### src/rtl/acc_cpu_pkg.sv
// Shared opcode map, FSM state encoding and opcode classification helpers.
// Latency: n/a (declarations only).
// Backpressure: n/a.
package acc_cpu_pkg;

  localparam logic [7:0] OP_NOP    = 8'h00;
  localparam logic [7:0] OP_LDI    = 8'h01;
  localparam logic [7:0] OP_ADDI   = 8'h02;
  localparam logic [7:0] OP_SUBI   = 8'h03;
  localparam logic [7:0] OP_ANDI   = 8'h04;
  localparam logic [7:0] OP_ORI    = 8'h05;
  localparam logic [7:0] OP_XORI   = 8'h06;
  localparam logic [7:0] OP_NOT    = 8'h07;
  localparam logic [7:0] OP_SHL    = 8'h08;
  localparam logic [7:0] OP_SHR    = 8'h09;
  localparam logic [7:0] OP_HALT   = 8'h0A;
  localparam logic [7:0] OP_INR_A  = 8'h0E;
  localparam logic [7:0] OP_DCR_A  = 8'h0F;
  localparam logic [7:0] OP_MOV_RA = 8'h10;  // Rn <- A
  localparam logic [7:0] OP_MOV_AR = 8'h11;  // A <- Rn
  localparam logic [7:0] OP_ADD    = 8'h12;
  localparam logic [7:0] OP_SUB    = 8'h13;
  localparam logic [7:0] OP_INR_R  = 8'h14;
  localparam logic [7:0] OP_DCR_R  = 8'h15;
  localparam logic [7:0] OP_JMP    = 8'h20;
  localparam logic [7:0] OP_JZ     = 8'h21;
  localparam logic [7:0] OP_JNZ    = 8'h22;
  localparam logic [7:0] OP_JC     = 8'h23;
  localparam logic [7:0] OP_JNC    = 8'h24;
  localparam logic [7:0] OP_CALL   = 8'h30;
  localparam logic [7:0] OP_RET    = 8'h31;

  typedef enum logic [1:0] {FETCH, DECODE, EXECUTE, HALT} state_t;

  // Opcodes that carry an operand word fetched during DECODE.
  function automatic logic is_two_word(input logic [7:0] op);
    return (op >= OP_LDI    && op <= OP_XORI)  ||
           (op >= OP_MOV_RA && op <= OP_DCR_R) ||
           (op >= OP_JMP    && op <= OP_JNC)   ||
           (op == OP_CALL);
  endfunction

  // Anything outside the defined opcode map faults the core.
  function automatic logic is_legal(input logic [7:0] op);
    return is_two_word(op) || op == OP_NOP || op == OP_NOT || op == OP_SHL ||
           op == OP_SHR || op == OP_HALT || op == OP_INR_A || op == OP_DCR_A ||
           op == OP_RET;
  endfunction

endpackage

### src/rtl/acc_cpu_alu.sv
// Accumulator ALU: computes the result and new Z/C for one opcode.
// Latency: combinational, zero cycles.
// Backpressure: none; the result is consumed by the core during EXECUTE.
module acc_cpu_alu
  import acc_cpu_pkg::*;
#(
  parameter int DW = 8
) (
  input  logic [7:0]    op,
  input  logic [DW-1:0] a,
  input  logic [DW-1:0] b,
  input  logic          c_in,
  output logic [DW-1:0] result,
  output logic          z,
  output logic          c,
  output logic          writes_a
);

  // Opcode-driven result and flag generation; ops that do not touch C pass c_in.
  // NOT is treated as a logic op and clears C like ANDI/ORI/XORI.
  always_comb begin
    result   = a;
    c        = c_in;
    writes_a = 1'b0;
    case (op)
      OP_LDI, OP_MOV_AR: begin result = b; writes_a = 1'b1; end
      OP_ADDI, OP_ADD:   begin {c, result} = {1'b0, a} + {1'b0, b}; writes_a = 1'b1; end
      OP_SUBI, OP_SUB:   begin result = a - b; c = (a < b); writes_a = 1'b1; end
      OP_ANDI:           begin result = a & b; c = 1'b0; writes_a = 1'b1; end
      OP_ORI:            begin result = a | b; c = 1'b0; writes_a = 1'b1; end
      OP_XORI:           begin result = a ^ b; c = 1'b0; writes_a = 1'b1; end
      OP_NOT:            begin result = ~a;    c = 1'b0; writes_a = 1'b1; end
      OP_SHL:            begin result = {a[DW-2:0], 1'b0}; c = a[DW-1]; writes_a = 1'b1; end
      OP_SHR:            begin result = {1'b0, a[DW-1:1]}; c = a[0];    writes_a = 1'b1; end
      OP_INR_A:          begin result = a + 1'b1; writes_a = 1'b1; end
      OP_DCR_A:          begin result = a - 1'b1; writes_a = 1'b1; end
      OP_INR_R:          result = b + 1'b1;
      OP_DCR_R:          result = b - 1'b1;
      default:           ;
    endcase
    z = (result == '0);
  end

endmodule

### src/rtl/acc_cpu_core.sv
// Accumulator CPU: 3-cycle FETCH/DECODE/EXECUTE FSM, program RAM, register file, return stack.
// Latency: every instruction takes exactly 3 enabled cycles; HALT is absorbing until reset.
// Backpressure: ena=0 or prog_we=1 freezes the FSM and all architectural state.
module acc_cpu_core
  import acc_cpu_pkg::*;
#(
  parameter  int DW          = 8,
  parameter  int IMEM_DEPTH  = 32,
  parameter  int NREGS       = 4,
  parameter  int STACK_DEPTH = 4,
  localparam int AW          = $clog2(IMEM_DEPTH)
) (
  input  logic          clk,
  input  logic          rst_n,
  input  logic          ena,
  input  logic          prog_we,
  input  logic [AW-1:0] prog_addr,
  input  logic [DW-1:0] prog_data,
  output logic [DW-1:0] acc_out,
  output logic [AW-1:0] pc_out,
  output logic          flag_z,
  output logic          flag_c,
  output logic          halted,
  output logic          fault
);

  localparam int NW  = (NREGS > 1) ? $clog2(NREGS) : 1;
  localparam int SIW = (STACK_DEPTH > 1) ? $clog2(STACK_DEPTH) : 1;
  localparam int SPW = $clog2(STACK_DEPTH + 1);
  localparam logic [SPW-1:0] SP_FULL = SPW'(STACK_DEPTH);

  state_t          state, state_nxt;
  logic [DW-1:0]   mem   [IMEM_DEPTH];
  logic [DW-1:0]   regs  [NREGS];
  logic [AW-1:0]   stack [STACK_DEPTH];
  logic [AW-1:0]   pc;
  logic [DW-1:0]   acc;
  logic [7:0]      opcode;
  logic [DW-1:0]   operand;
  logic [SPW-1:0]  sp;
  logic            z_q, c_q, fault_q;

  logic            adv;
  logic [NW-1:0]   rn;
  logic [SPW-1:0]  sp_top;
  logic            exec_fault, take_jump, z_upd;
  logic [DW-1:0]   alu_b, alu_res;
  logic            alu_z, alu_c, alu_wa;

  assign adv    = ena & ~prog_we;
  assign rn     = operand[NW-1:0];
  assign sp_top = sp - 1'b1;

  assign exec_fault = !is_legal(opcode) ||
                      (opcode == OP_CALL && sp == SP_FULL) ||
                      (opcode == OP_RET  && sp == '0);

  // LDI and MOV write A without touching Z; INR/DCR Rn update Z from the register result.
  assign z_upd = (alu_wa && opcode != OP_LDI && opcode != OP_MOV_AR) ||
                 opcode == OP_INR_R || opcode == OP_DCR_R;

  assign alu_b = (opcode == OP_ADD || opcode == OP_SUB || opcode == OP_MOV_AR ||
                  opcode == OP_INR_R || opcode == OP_DCR_R) ? regs[rn] : operand;

  // Conditional branch resolution from the current flags.
  always_comb begin
    case (opcode)
      OP_JMP:  take_jump = 1'b1;
      OP_JZ:   take_jump = z_q;
      OP_JNZ:  take_jump = ~z_q;
      OP_JC:   take_jump = c_q;
      OP_JNC:  take_jump = ~c_q;
      default: take_jump = 1'b0;
    endcase
  end

  acc_cpu_alu #(.DW(DW)) u_alu (
    .op       (opcode),
    .a        (acc),
    .b        (alu_b),
    .c_in     (c_q),
    .result   (alu_res),
    .z        (alu_z),
    .c        (alu_c),
    .writes_a (alu_wa)
  );

  // Program RAM write port; deliberately not reset so programs survive rst_n.
  always_ff @(posedge clk) begin
    if (prog_we) mem[prog_addr] <= prog_data;
  end

  // FSM state register.
  always_ff @(posedge clk or negedge rst_n) begin
    if (!rst_n)   state <= FETCH;
    else if (adv) state <= state_nxt;
  end

  // FSM next-state logic.
  always_comb begin
    state_nxt = state;
    case (state)
      FETCH:   state_nxt = DECODE;
      DECODE:  state_nxt = EXECUTE;
      EXECUTE: state_nxt = (exec_fault || opcode == OP_HALT) ? HALT : FETCH;
      HALT:    state_nxt = HALT;
      default: state_nxt = FETCH;
    endcase
  end

  // FSM outputs.
  always_comb begin
    halted = (state == HALT);
  end

  // Datapath: instruction/operand fetch, execute side effects, stack and fault capture.
  always_ff @(posedge clk or negedge rst_n) begin
    if (!rst_n) begin
      pc      <= '0;
      acc     <= '0;
      opcode  <= '0;
      operand <= '0;
      sp      <= '0;
      z_q     <= 1'b0;
      c_q     <= 1'b0;
      fault_q <= 1'b0;
      for (int i = 0; i < NREGS; i++)       regs[i]  <= '0;
      for (int i = 0; i < STACK_DEPTH; i++) stack[i] <= '0;
    end else if (adv) begin
      case (state)
        FETCH: begin
          opcode <= mem[pc][7:0];
          pc     <= pc + 1'b1;
        end
        DECODE: begin
          if (is_two_word(opcode)) begin
            operand <= mem[pc];
            pc      <= pc + 1'b1;
          end
        end
        EXECUTE: begin
          if (exec_fault) begin
            fault_q <= 1'b1;
          end else begin
            if (alu_wa) acc <= alu_res;
            if (z_upd)  z_q <= alu_z;
            c_q <= alu_c;
            case (opcode)
              OP_MOV_RA:         regs[rn] <= acc;
              OP_INR_R, OP_DCR_R: regs[rn] <= alu_res;
              OP_JMP, OP_JZ, OP_JNZ, OP_JC, OP_JNC:
                if (take_jump) pc <= operand[AW-1:0];
              OP_CALL: begin
                stack[sp[SIW-1:0]] <= pc;
                sp <= sp + 1'b1;
                pc <= operand[AW-1:0];
              end
              OP_RET: begin
                pc <= stack[sp_top[SIW-1:0]];
                sp <= sp_top;
              end
              default: ;
            endcase
          end
        end
        default: ;
      endcase
    end
  end

  assign acc_out = acc;
  assign pc_out  = pc;
  assign flag_z  = z_q;
  assign flag_c  = c_q;
  assign fault   = fault_q;

endmodule

### config.mk
export PLATFORM = sky130hd
export DESIGN_NAME = acc_cpu_core
export DESIGN_NICKNAME = d
export VERILOG_FILES = /design/src/rtl/acc_cpu_pkg.sv /design/src/rtl/acc_cpu_alu.sv /design/src/rtl/acc_cpu_core.sv
export SDC_FILE = /design/constraint.sdc
export NUM_CORES = 1
export LEC_CHECK = 0
export CORE_MARGIN = 4
export CORE_UTILIZATION = 57
export DETAILED_ROUTE_END_ITERATION = 7
export GPL_TIMING_DRIVEN = 0
export PLACE_DENSITY = 0.82
export SKIP_LAST_GASP = 1
export SYNTH_ARGS = -nofsm -noshare
export SYNTH_HDL_FRONTEND = slang
export SYNTH_SLANG_ARGS = --single-unit
export TNS_END_PERCENT = 30
### constraint.sdc
create_clock -name clk -period 4.8 [get_ports clk]
set_input_delay 0.48 -clock clk [delete_from_list [all_inputs] [get_ports clk]]
set_output_delay 0.48 -clock clk [all_outputs]
set_load 0.05 [all_outputs]
==> results of run 1 <==
-- per-layer routing --
| metal | track usage | routed length [µm] |
|---|---|---|
| met1 | 0.3415 | 15100 |
| met2 | 0.4619 | 20970 |
| met3 | 0.03366 | 2824 |
| met4 | 0.09056 | 1509 |
| met5 | 0 | 0 |
-- synthesized netlist by cell type (5+ instances only) --
| cell | number |
|---|---|
| edfxtp_1 | 256 |
| nor2_1 | 99 |
| mux4_2 | 93 |
| dfrtp_1 | 89 |
| nand2_1 | 56 |
| a21oi_1 | 55 |
| clkbuf_1 | 54 |
| o21ai_0 | 49 |
| ha_1 | 45 |
| mux2_2 | 35 |
| inv_1 | 32 |
| mux2i_1 | 22 |
| nor3_1 | 20 |
| a211oi_1 | 18 |
| buf_1 | 13 |
| xnor2_1 | 13 |
| a31oi_1 | 9 |
| and3_1 | 9 |
| nand2b_1 | 9 |
| nand3_1 | 9 |
| nand3b_1 | 9 |
| a221oi_1 | 8 |
| nor2b_1 | 8 |
| o22ai_1 | 7 |
| and2_1 | 6 |
| o211ai_1 | 6 |
| or3_1 | 6 |
| a22o_1 | 5 |
| nor3b_1 | 5 |
| o21a_1 | 5 |
| o21bai_1 | 5 |
| xor2_1 | 5 |
-- worst max-delay path: stages, from the launching register on --
cell	delay, ps
dfrtp_1	450
or4b_4	600
or4_1	500
buf_6	170
mux2_2	380
ha_1	350
inv_1	40
or4b_2	650
o211ai_1	310
mux2_2	410
nor2_1	160
a32o_1	280
o2111ai_1	150
o41ai_2	200
-- worst paths after layout --
| path | from | endpoint | slack (ps) | cells after the start |
|---|---|---|---|---|
| worst max-delay path | opcode[7] | flag_z | 60 | 13 |
| worst min-delay path | regs[20] | regs[20] | 480 | 2 |
| worst max register to register | opcode[7] | flag_z | 60 | 13 |
| worst min register to register | regs[20] | regs[20] | 480 | 2 |
| max in group asynchronous | rst_n | stack[10] | 3660 | 3 |
| min in group asynchronous | rst_n | acc_out[2] | 490 | 2 |
-- what timing repair did --
action	4_1_cts	5_1_grt
hold buffers	1	0
endpoints found under the setup margin	14	9
resized for setup	1	2
endpoints found under the hold margin	40	0
-- kinds of logic after synthesis --
kind of cell               share of synthesized area
muxes                                         0.1661
adders and majority gates                    0.03923
buffers and inverters                        0.02358
DFF                                           0.6047
xor gates and xnor gates                    0.009616
and+or+nand+nor                              0.07617
AOI/OAI and AO/OA                            0.08052
-- power groups by stage --
| stage | Combinational, W | Sequential (W) | Clock [W] |
|---|---|---|---|
| 2_1_floorplan | 0.00213 | 0.00353 | 0 |
| 3_3_place_gp | 0.00302 | 0.00350 | 0 |
| 3_5_place_dp | 0.00310 | 0.00351 | 0 |
| 4_1_cts | 0.00315 | 0.00347 | 0.00258 |
| 5_1_grt | 0.00339 | 0.00350 | 0.00272 |
| 6_report | 0.00316 | 0.00349 | 0.00255 |
-- cell type report --
cell class	instances	area share
sequential	345	0.5420
multi-input combinational	679	0.3337
clock buffer	46	0.05014
tap	378	0.02586
timing repair buffer	35	0.01997
buffer	64	0.01361
clock inverter	17	0.007934
inverter	33	0.006772
-- flip-flops by register name, summed over array words and instances (netlist names) --
name	cells
mem	256
flag_z	1
sp	3
fault	1
operand	8
acc_out	8
pc_out	5
stack	20
regs	32
opcode	8
flag_c	1
state	2
-- per-stage QoR --
step	cells	util	setup WS, ps	power [W]	cell area [µm²]
after detailed placement	1537	0.6132	-235.3	0.006610	17220
after floorplan	1125	-	580.3	0.005665	16390
after global routing	1597	0.6513	-86.28	0.009613	18290
after CTS	1600	0.6514	10.06	0.009192	18300
final	1597	0.6513	55.02	0.009204	18290
after global placement	1536	0.6123	-213.6	0.006528	17200
==> flow_metrics.env, run 1 <==
export IMPL_pwr_share_clk=0.277
export IMPL_path_class="flip-flop to flip-flop"
export IMPL_first_iter_violations=1292
export IMPL_synth_top_cell_area_share=0.4689
export IMPL_post_drt_wl_per_cell_um=25.30
export IMPL_viasPerCell=6.526
export IMPL_crit_required_ps=5230
export IMPL_max_vdd_ir_drop_uv=377.0
export IMPL_status="finished clean"
export IMPL_ys_async_sr_fraction=0.2580
export IMPL_core_area_mm2=0.02809
export IMPL_numCtsBuffers=35
export IMPL_tightest_slew_ps=1308
export IMPL_synth_nets=1191
export IMPL_antenna_cells=0
export IMPL_io_pins=34
export IMPL_clock_sinks=345
export IMPL_fillCellCount=1977
export IMPL_cp_end_kind="flip-flop"
export IMPL_synthFlopType="edfxtp_1"
export IMPL_grt_pass1_wl_mm=62.91
export IMPL_fin_hold_ws_ps=481.6
export IMPL_maxCapViolations=0
export IMPL_start_util=0.5837
export IMPL_internal_power_w=0.006023
export IMPL_p_comb_frac=0.344
export IMPL_drtAntennaViolNets=0
export IMPL_grt_max_degree=50
export IMPL_setup_tns_ps=0
export IMPL_grt_antenna_before_repair=0
export IMPL_synth_seq_cells=345
export IMPL_p_leak_nw=6.387
export IMPL_hold_viol_final=0
export IMPL_port_buffers=33
export IMPL_final_cell_mix="edfxtp_1 (256), nor2_1 (99), mux4_2 (93)"
export IMPL_multi_input_area_mm2=0.006105
export IMPL_seq_area_mm2=0.009915
export IMPL_die_area_mm2=0.03154
export IMPL_ys_warnings_count=0
export IMPL_avgSynthCellArea_um2=14.57
export IMPL_maxSlewHeadroom=0.1253
export IMPL_die_w_um=177.6
export IMPL_final_common_cell="edfxtp_1"
export IMPL_synth_seq_area_share=0.6047
export IMPL_clk_insertion_delay_late_ps=540
export IMPL_vias=10420
export IMPL_grt_usage=0.2630
export IMPL_synth_top_cell_by_area="edfxtp_1"
export IMPL_drc_errors=0
export IMPL_drive_above_1_share=0.1583
export IMPL_min_period_ps=4745
export IMPL_gp_congestion=0.9916
export IMPL_seq_power_share=0.379
export IMPL_clock_skew_ps=23.47
export IMPL_cts_root_buf="clkbuf_16"
export IMPL_swShare=0.3456
export IMPL_finalCritPeriodShare=0.9885
export IMPL_hp_class="flip-flop to flip-flop"
export IMPL_synth_area_leaders="edfxtp_1 (47%), dfrtp_1 (14%), mux4_2 (13%), ha_1 (3.4%), mux2_2 (2.4%)"
export IMPL_worstSetupStartpointType="flip-flop"
export IMPL_core_rowCount=61
export IMPL_syn2layout_area_growth_pct=11.58
export IMPL_post_cts_repair_setup_buffers=0
export IMPL_clk_pin_slew_ps=70
export IMPL_clockBufferDepth=3
export IMPL_h_tree_depth=2
export IMPL_cp_data_arrival_time_ps=5180
export IMPL_slew_violations=0
export IMPL_synth_edf_count=256
export IMPL_nets=1259
export IMPL_synthCells=1125
export IMPL_power_density_mw_per_mm2=503.1
export IMPL_die_height_um=177.6
export IMPL_cts_tree="done"
export IMPL_power_switching_w=0.003181
export IMPL_synthDistinctLibCells=68
export IMPL_grt_overflow=0
export IMPL_setup_viol=0
export IMPL_fmaxAchievable_mhz=210.7
export IMPL_first_pass_iters=6
export IMPL_rsz0062_at_grt="true"
export IMPL_syn_area_mm2=0.01639
export IMPL_dpl_hpwl_mm=27.05
export IMPL_worst_path_max_fanout=8
export IMPL_drt_total_wl_mm=40.40
export IMPL_grt_pass1_vias=10490
Power figures use the tool's default switching activity.
==> inputs of run 2 (changes only) <==
Settings changed: CTS_CLUSTER_DIAMETER set to 40.
==> flow_metrics.env, run 2 (same netlist as run 1, synthesis figures left out) <==
export IMPL_reg_top3="mem (256), regs (32), stack (20)"
export IMPL_r2r_cells=13
export IMPL_rsz0062_at_grt="true"
export IMPL_core_rowCount=61
export IMPL_grt_pass1_vias=10670
export IMPL_gp_congestion=0.9916
export IMPL_internal_power_w=0.006479
export IMPL_path_class="flip-flop to flip-flop"
export IMPL_drc_errors=0
export IMPL_clockBufferDepth=3
export IMPL_grt_usage=0.2609
export IMPL_crit_required_ps=5220
export IMPL_drive_above_1_share=0.1711
export IMPL_cp_cell_sequence="or4b_4 > or4_1 > buf_6 > mux2_2 > ha_1 > inv_1 > or4b_2 > o211ai_1 > mux2_2 > nor2_1 > a32o_2 > o2111ai_1 > o41ai_2"
export IMPL_drtAntennaViolNets=0
export IMPL_syn2layout_area_growth_pct=13.54
export IMPL_max_vdd_ir_drop_uv=426.7
export IMPL_rrSetupSlack_ps=50
export IMPL_path_common_cell="mux2_2"
export IMPL_power_density_mw_per_mm2=524.1
export IMPL_power_switching_w=0.003276
export IMPL_seq_power_share=0.356
export IMPL_antenna_cells=0
export IMPL_worst_path_max_fanout=8
export IMPL_io_pins=34
export IMPL_design_area_mm2=0.01861
export IMPL_cp_buffers_inverters=2
export IMPL_fin_hold_ws_ps=480.8
export IMPL_post_drt_wl_per_cell_um=24.91
export IMPL_top_register="mem"
export IMPL_r2r_end="flag_z"
export IMPL_p_leak_nw=6.557
export IMPL_largest_reg_flops=256
export IMPL_cts_tree="done"
export IMPL_cts_root_buf="clkbuf_16"
export IMPL_hold_viol_final=0
export IMPL_first_pass_iters=5
export IMPL_fmaxAchievable_mhz=210.3
export IMPL_p_comb_frac=0.325
export IMPL_nets=1266
export IMPL_grt_antenna_before_repair=0
export IMPL_vias=10450
export IMPL_pwr_share_clk=0.319
export IMPL_start_util=0.5837
export IMPL_grt_overflow=0
export IMPL_maxCapViolations=0
export IMPL_hp_class="flip-flop to flip-flop"
export IMPL_die_area_mm2=0.03154
export IMPL_dpl_hpwl_mm=27.05
export IMPL_grt_pass1_wl_mm=62.50
export IMPL_holdCritStartpoint="fault"
export IMPL_finalCritPeriodShare=0.9905
export IMPL_min_to="fault"
export IMPL_core_area_mm2=0.02809
export IMPL_critPathMaxStageDelay_ps=660
export IMPL_clock_skew_ps=28.77
export IMPL_worstReg2RegStart="opcode[7]"
export IMPL_clk_pin_slew_ps=50
export IMPL_port_buffers=33
export IMPL_worstSetupStartpointType="flip-flop"
export IMPL_post_cts_repair_setup_buffers=0
export IMPL_crit_slowest_cell="or4b_2"
export IMPL_path_delay_family="simple AND/OR/NAND/NOR gates"
export IMPL_die_w_um=177.6
export IMPL_numCtsBuffers=41
export IMPL_first_iter_violations=1222
export IMPL_cp_end_kind="flip-flop"
export IMPL_status="finished clean"
export IMPL_setup_viol=0
export IMPL_maxSlewHeadroom=0.1507
export IMPL_min_period_ps=4754
export IMPL_holdPathStages=1
export IMPL_clk_insertion_delay_late_ps=550
export IMPL_dpl_cell_area_mm2=0.01722
export IMPL_clock_sinks=345
export IMPL_die_height_um=177.6
export IMPL_drt_total_wl_mm=40.14
export IMPL_final_common_cell="edfxtp_1"
export IMPL_viasPerCell=6.484
export IMPL_grt_max_degree=50
export IMPL_final_cell_mix="edfxtp_1 (256), nor2_1 (99), mux4_2 (93)"
export IMPL_cp_data_arrival_time_ps=5170
export IMPL_swShare=0.3359
export IMPL_h_tree_depth=2
export IMPL_tightest_slew_ps=1270
export IMPL_slew_violations=0
run 2: changes by cell type in the layout (fill, tap and decap cells not counted), moves of 2 or more:
cell       delta
clkinv_4      +2
bufinv_16     +3
clkinv_1      -5
inv_6         +3
clkbuf_16     +7
clkbuf_1      +3
run 2: power groups by stage:
stage,Combinational (W),Sequential [W],Clock (W)
6_report,0.00317,0.00347,0.00311
5_1_grt,0.00340,0.00348,0.00329
4_1_cts,0.00316,0.00345,0.00315
3_5_place_dp,0.00310,0.00351,0
3_3_place_gp,0.00302,0.00350,0
2_1_floorplan,0.00213,0.00353,0
run 2: through the flow:
step                total power (W)  setup TNS [ps]  utilization  setup slack [ps]  cells
global route                0.01017          -477.0       0.6627            -118.1   1611
detailed placement         0.006610           -1003       0.6132            -235.3   1537
floorplan                  0.005665               0            -             580.3   1125
global placement           0.006528           -1924       0.6123            -213.6   1536
finish                     0.009755               0       0.6627             45.58   1611
CTS                        0.009758               0       0.6627             73.82   1614
run 2: repair_timing:
action | CTS | global route
endpoints found under the hold margin | 40 | 0
hold buffers | 1 | 0
resized for setup | 3 | 3
pin swaps | 0 | 1
setup endpoints to repair | 13 | 10
gates cloned | 0 | 0
run 2: how the worst max path moves through the flow:
stage          startpoint     end  cells after the start
2_1_floorplan   opcode[7]  flag_z                     13
3_3_place_gp    opcode[0]  flag_z                     13
3_5_place_dp    opcode[0]  flag_z                     13
4_1_cts         opcode[7]  flag_z                     13
5_1_grt         opcode[7]  flag_z                     13
6_report        opcode[7]  flag_z                     13
run 2: metal layers:
metal | routed length [µm] | vias to the layer above | GRT usage
met3 | 2727 | 119 | 0.04282
met2 | 20390 | 511 | 0.4500
li1 | - | 4520 | -
met4 | 1738 | 0 | 0.1015
met5 | 0 | - | 0
met1 | 15280 | 5295 | 0.3343
run 2: area by class of cell:
cell class | instances | area (µm²)
tap | 378 | 473.0
fill | 1949 | 9473
buffer | 65 | 252.7
inverter | 33 | 123.9
sequential | 345 | 9915
clock inverter | 20 | 254.0
clock buffer | 56 | 1114
timing repair buffer | 35 | 365.4
multi-input combinational | 679 | 6117
run 2: worst reg2reg max path: cells and delay by family, from the launching register on:
family | cells | cell delay [ps]
adder cells (fa/ha/maj) | 1 | 350
buffers and inverters | 2 | 200
AND/OR/NAND/NOR | 4 | 1940
multiplexers | 2 | 800
AO/OA/AOI/OAI | 4 | 920
flip-flops | 1 | 450
==> inputs of run 3 (changes only) <==
Settings changed: SLEW_MARGIN set to 30.
==> flow_metrics.env, run 3 (same netlist as run 1, synthesis figures left out) <==
export IMPL_finalCritPeriodShare=0.9904
export IMPL_reg_top3="mem (256), regs (32), stack (20)"
export IMPL_status="finished clean"
export IMPL_worst_path_max_fanout=8
export IMPL_antenna_cells=0
export IMPL_start_util=0.5837
export IMPL_h_tree_depth=2
export IMPL_die_height_um=177.6
export IMPL_largest_reg_flops=256
export IMPL_cp_data_arrival_time_ps=5190
export IMPL_setup_tns_ps=0
export IMPL_core_rowCount=61
export IMPL_drt_total_wl_mm=39.52
export IMPL_drive_above_1_share=0.1895
export IMPL_nets=1267
export IMPL_worstSetupStartpointType="flip-flop"
export IMPL_grt_usage=0.2581
export IMPL_setup_viol=0
export IMPL_clock_sinks=345
export IMPL_p_leak_nw=6.593
export IMPL_numCtsBuffers=42
export IMPL_grt_max_degree=50
export IMPL_fin_hold_ws_ps=441.3
export IMPL_viasPerCell=6.384
export IMPL_top_register="mem"
export IMPL_maxCapViolations=0
export IMPL_slew_violations=0
export IMPL_tightest_slew_ps=924.3
export IMPL_io_pins=34
export IMPL_clk_pin_slew_ps=60
export IMPL_vias=10300
export IMPL_max_vdd_ir_drop_uv=391.6
export IMPL_clock_skew_ps=22.37
export IMPL_grt_antenna_before_repair=0
export IMPL_hp_class="input pin to asynchronous set/reset pin"
export IMPL_final_cell_mix="edfxtp_1 (256), nor2_1 (99), mux4_2 (93)"
export IMPL_path_class="flip-flop to flip-flop"
export IMPL_core_area_mm2=0.02809
export IMPL_cts_tree="done"
export IMPL_min_period_ps=4754
export IMPL_dpl_hpwl_mm=27.04
export IMPL_gp_congestion=0.9916
export IMPL_fmaxAchievable_mhz=210.4
export IMPL_port_buffers=33
export IMPL_clockBufferDepth=3
export IMPL_cts_root_buf="clkbuf_16"
export IMPL_die_area_mm2=0.03154
export IMPL_grt_pass1_vias=10690
export IMPL_first_iter_violations=1162
export IMPL_hold_viol_final=0
export IMPL_syn2layout_area_growth_pct=13.39
export IMPL_grt_pass1_wl_mm=62.16
export IMPL_first_pass_iters=6
export IMPL_drc_errors=0
export IMPL_die_w_um=177.6
export IMPL_grt_overflow=0
export IMPL_final_common_cell="edfxtp_1"
export IMPL_drtAntennaViolNets=0
export IMPL_post_drt_wl_per_cell_um=24.50
export IMPL_rrSetupSlack_ps=50
export IMPL_power_density_mw_per_mm2=522.0
export IMPL_clk_insertion_delay_late_ps=550
export IMPL_maxSlewHeadroom=0.3751
export IMPL_cp_end_kind="flip-flop"
export IMPL_rsz0062_at_grt="true"
export IMPL_crit_required_ps=5230
## run 3: cell count changes in the layout (fill, tap and decap cells not counted), sizes merged
cell / previous run / this run
clkinvlp: 1 / 3
clkdlybuf4s50: 32 / 24
buf: 16 / 17
inv: 38 / 39
clkbuf: 107 / 108
bufinv: 4 / 2
clkinv: 10 / 17
## run 3: path summary, 6_finish.rpt
check,to,depth (start not counted),start
max in group asynchronous,fault,3,rst_n
worst max register to register,flag_z,13,opcode[7]
min in group clk,mem[10][7],1,prog_data[7]
worst min register to register,regs[16],2,regs[16]
worst max-delay path,flag_z,13,opcode[7]
worst min-delay path,acc_out[0],2,rst_n
## run 3: layout make-up
| class | count | area, µm² |
|---|---|---|
| flip-flops and latches | 345 | 9915 |
| fillers | 1950 | 9497 |
| multi-input cells | 679 | 6121 |
| clock buffers | 50 | 1134 |
| well taps | 378 | 473.0 |
| repair buffers | 35 | 329.1 |
| plain buffers | 65 | 260.3 |
| clock inverters | 28 | 235.2 |
| inverters | 33 | 123.9 |
## run 3: power breakdown
| group | internal, W | switching [W] |
|---|---|---|
| clock network | 0.00182 | 0.00126 |
| logic | 0.00128 | 0.00188 |
| registers | 0.00333 | 0.000137 |
## run 3: what timing repair did
action,4_1_cts,5_1_grt
pin swaps,0,1
gates resized for setup,1,5
gates cloned,0,0
endpoints found under the setup margin,1,9
endpoints found under the hold margin,40,0
hold buffers,1,0
setup buffers,0,0
## run 3: metal layers
metal,track usage,part of all wire,vias up
li1,-,-,4529
met1,0.3343,0.38,5136
met2,0.4449,0.51,506
met3,0.03856,0.069,127
met4,0.09926,0.043,0
met5,0,0,-
## run 3: metrics by stage
stage	worst slack, ps	utilization	std cells	cell area [µm²]	power (W)
floorplan	580.3	-	1125	16390	0.005665
global route	-121.8	0.6619	1613	18590	0.01013
global placement	-213.6	0.6123	1536	17200	0.006528
detailed placement	-148.7	0.6130	1537	17220	0.006600
CTS	59.37	0.6622	1615	18600	0.009705
finish	46.22	0.6619	1613	18590	0.009704
## run 3: worst max-delay path, stage by stage (launching register included)
cell	delay, ps
dfrtp_1	450
or4b_4	610
or4_1	520
buf_6	170
mux2_2	370
ha_1	350
inv_1	40
or4b_2	660
o211ai_1	340
mux2_2	410
nor2_1	150
a32o_2	230
o2111ai_1	140
o41ai_2	210
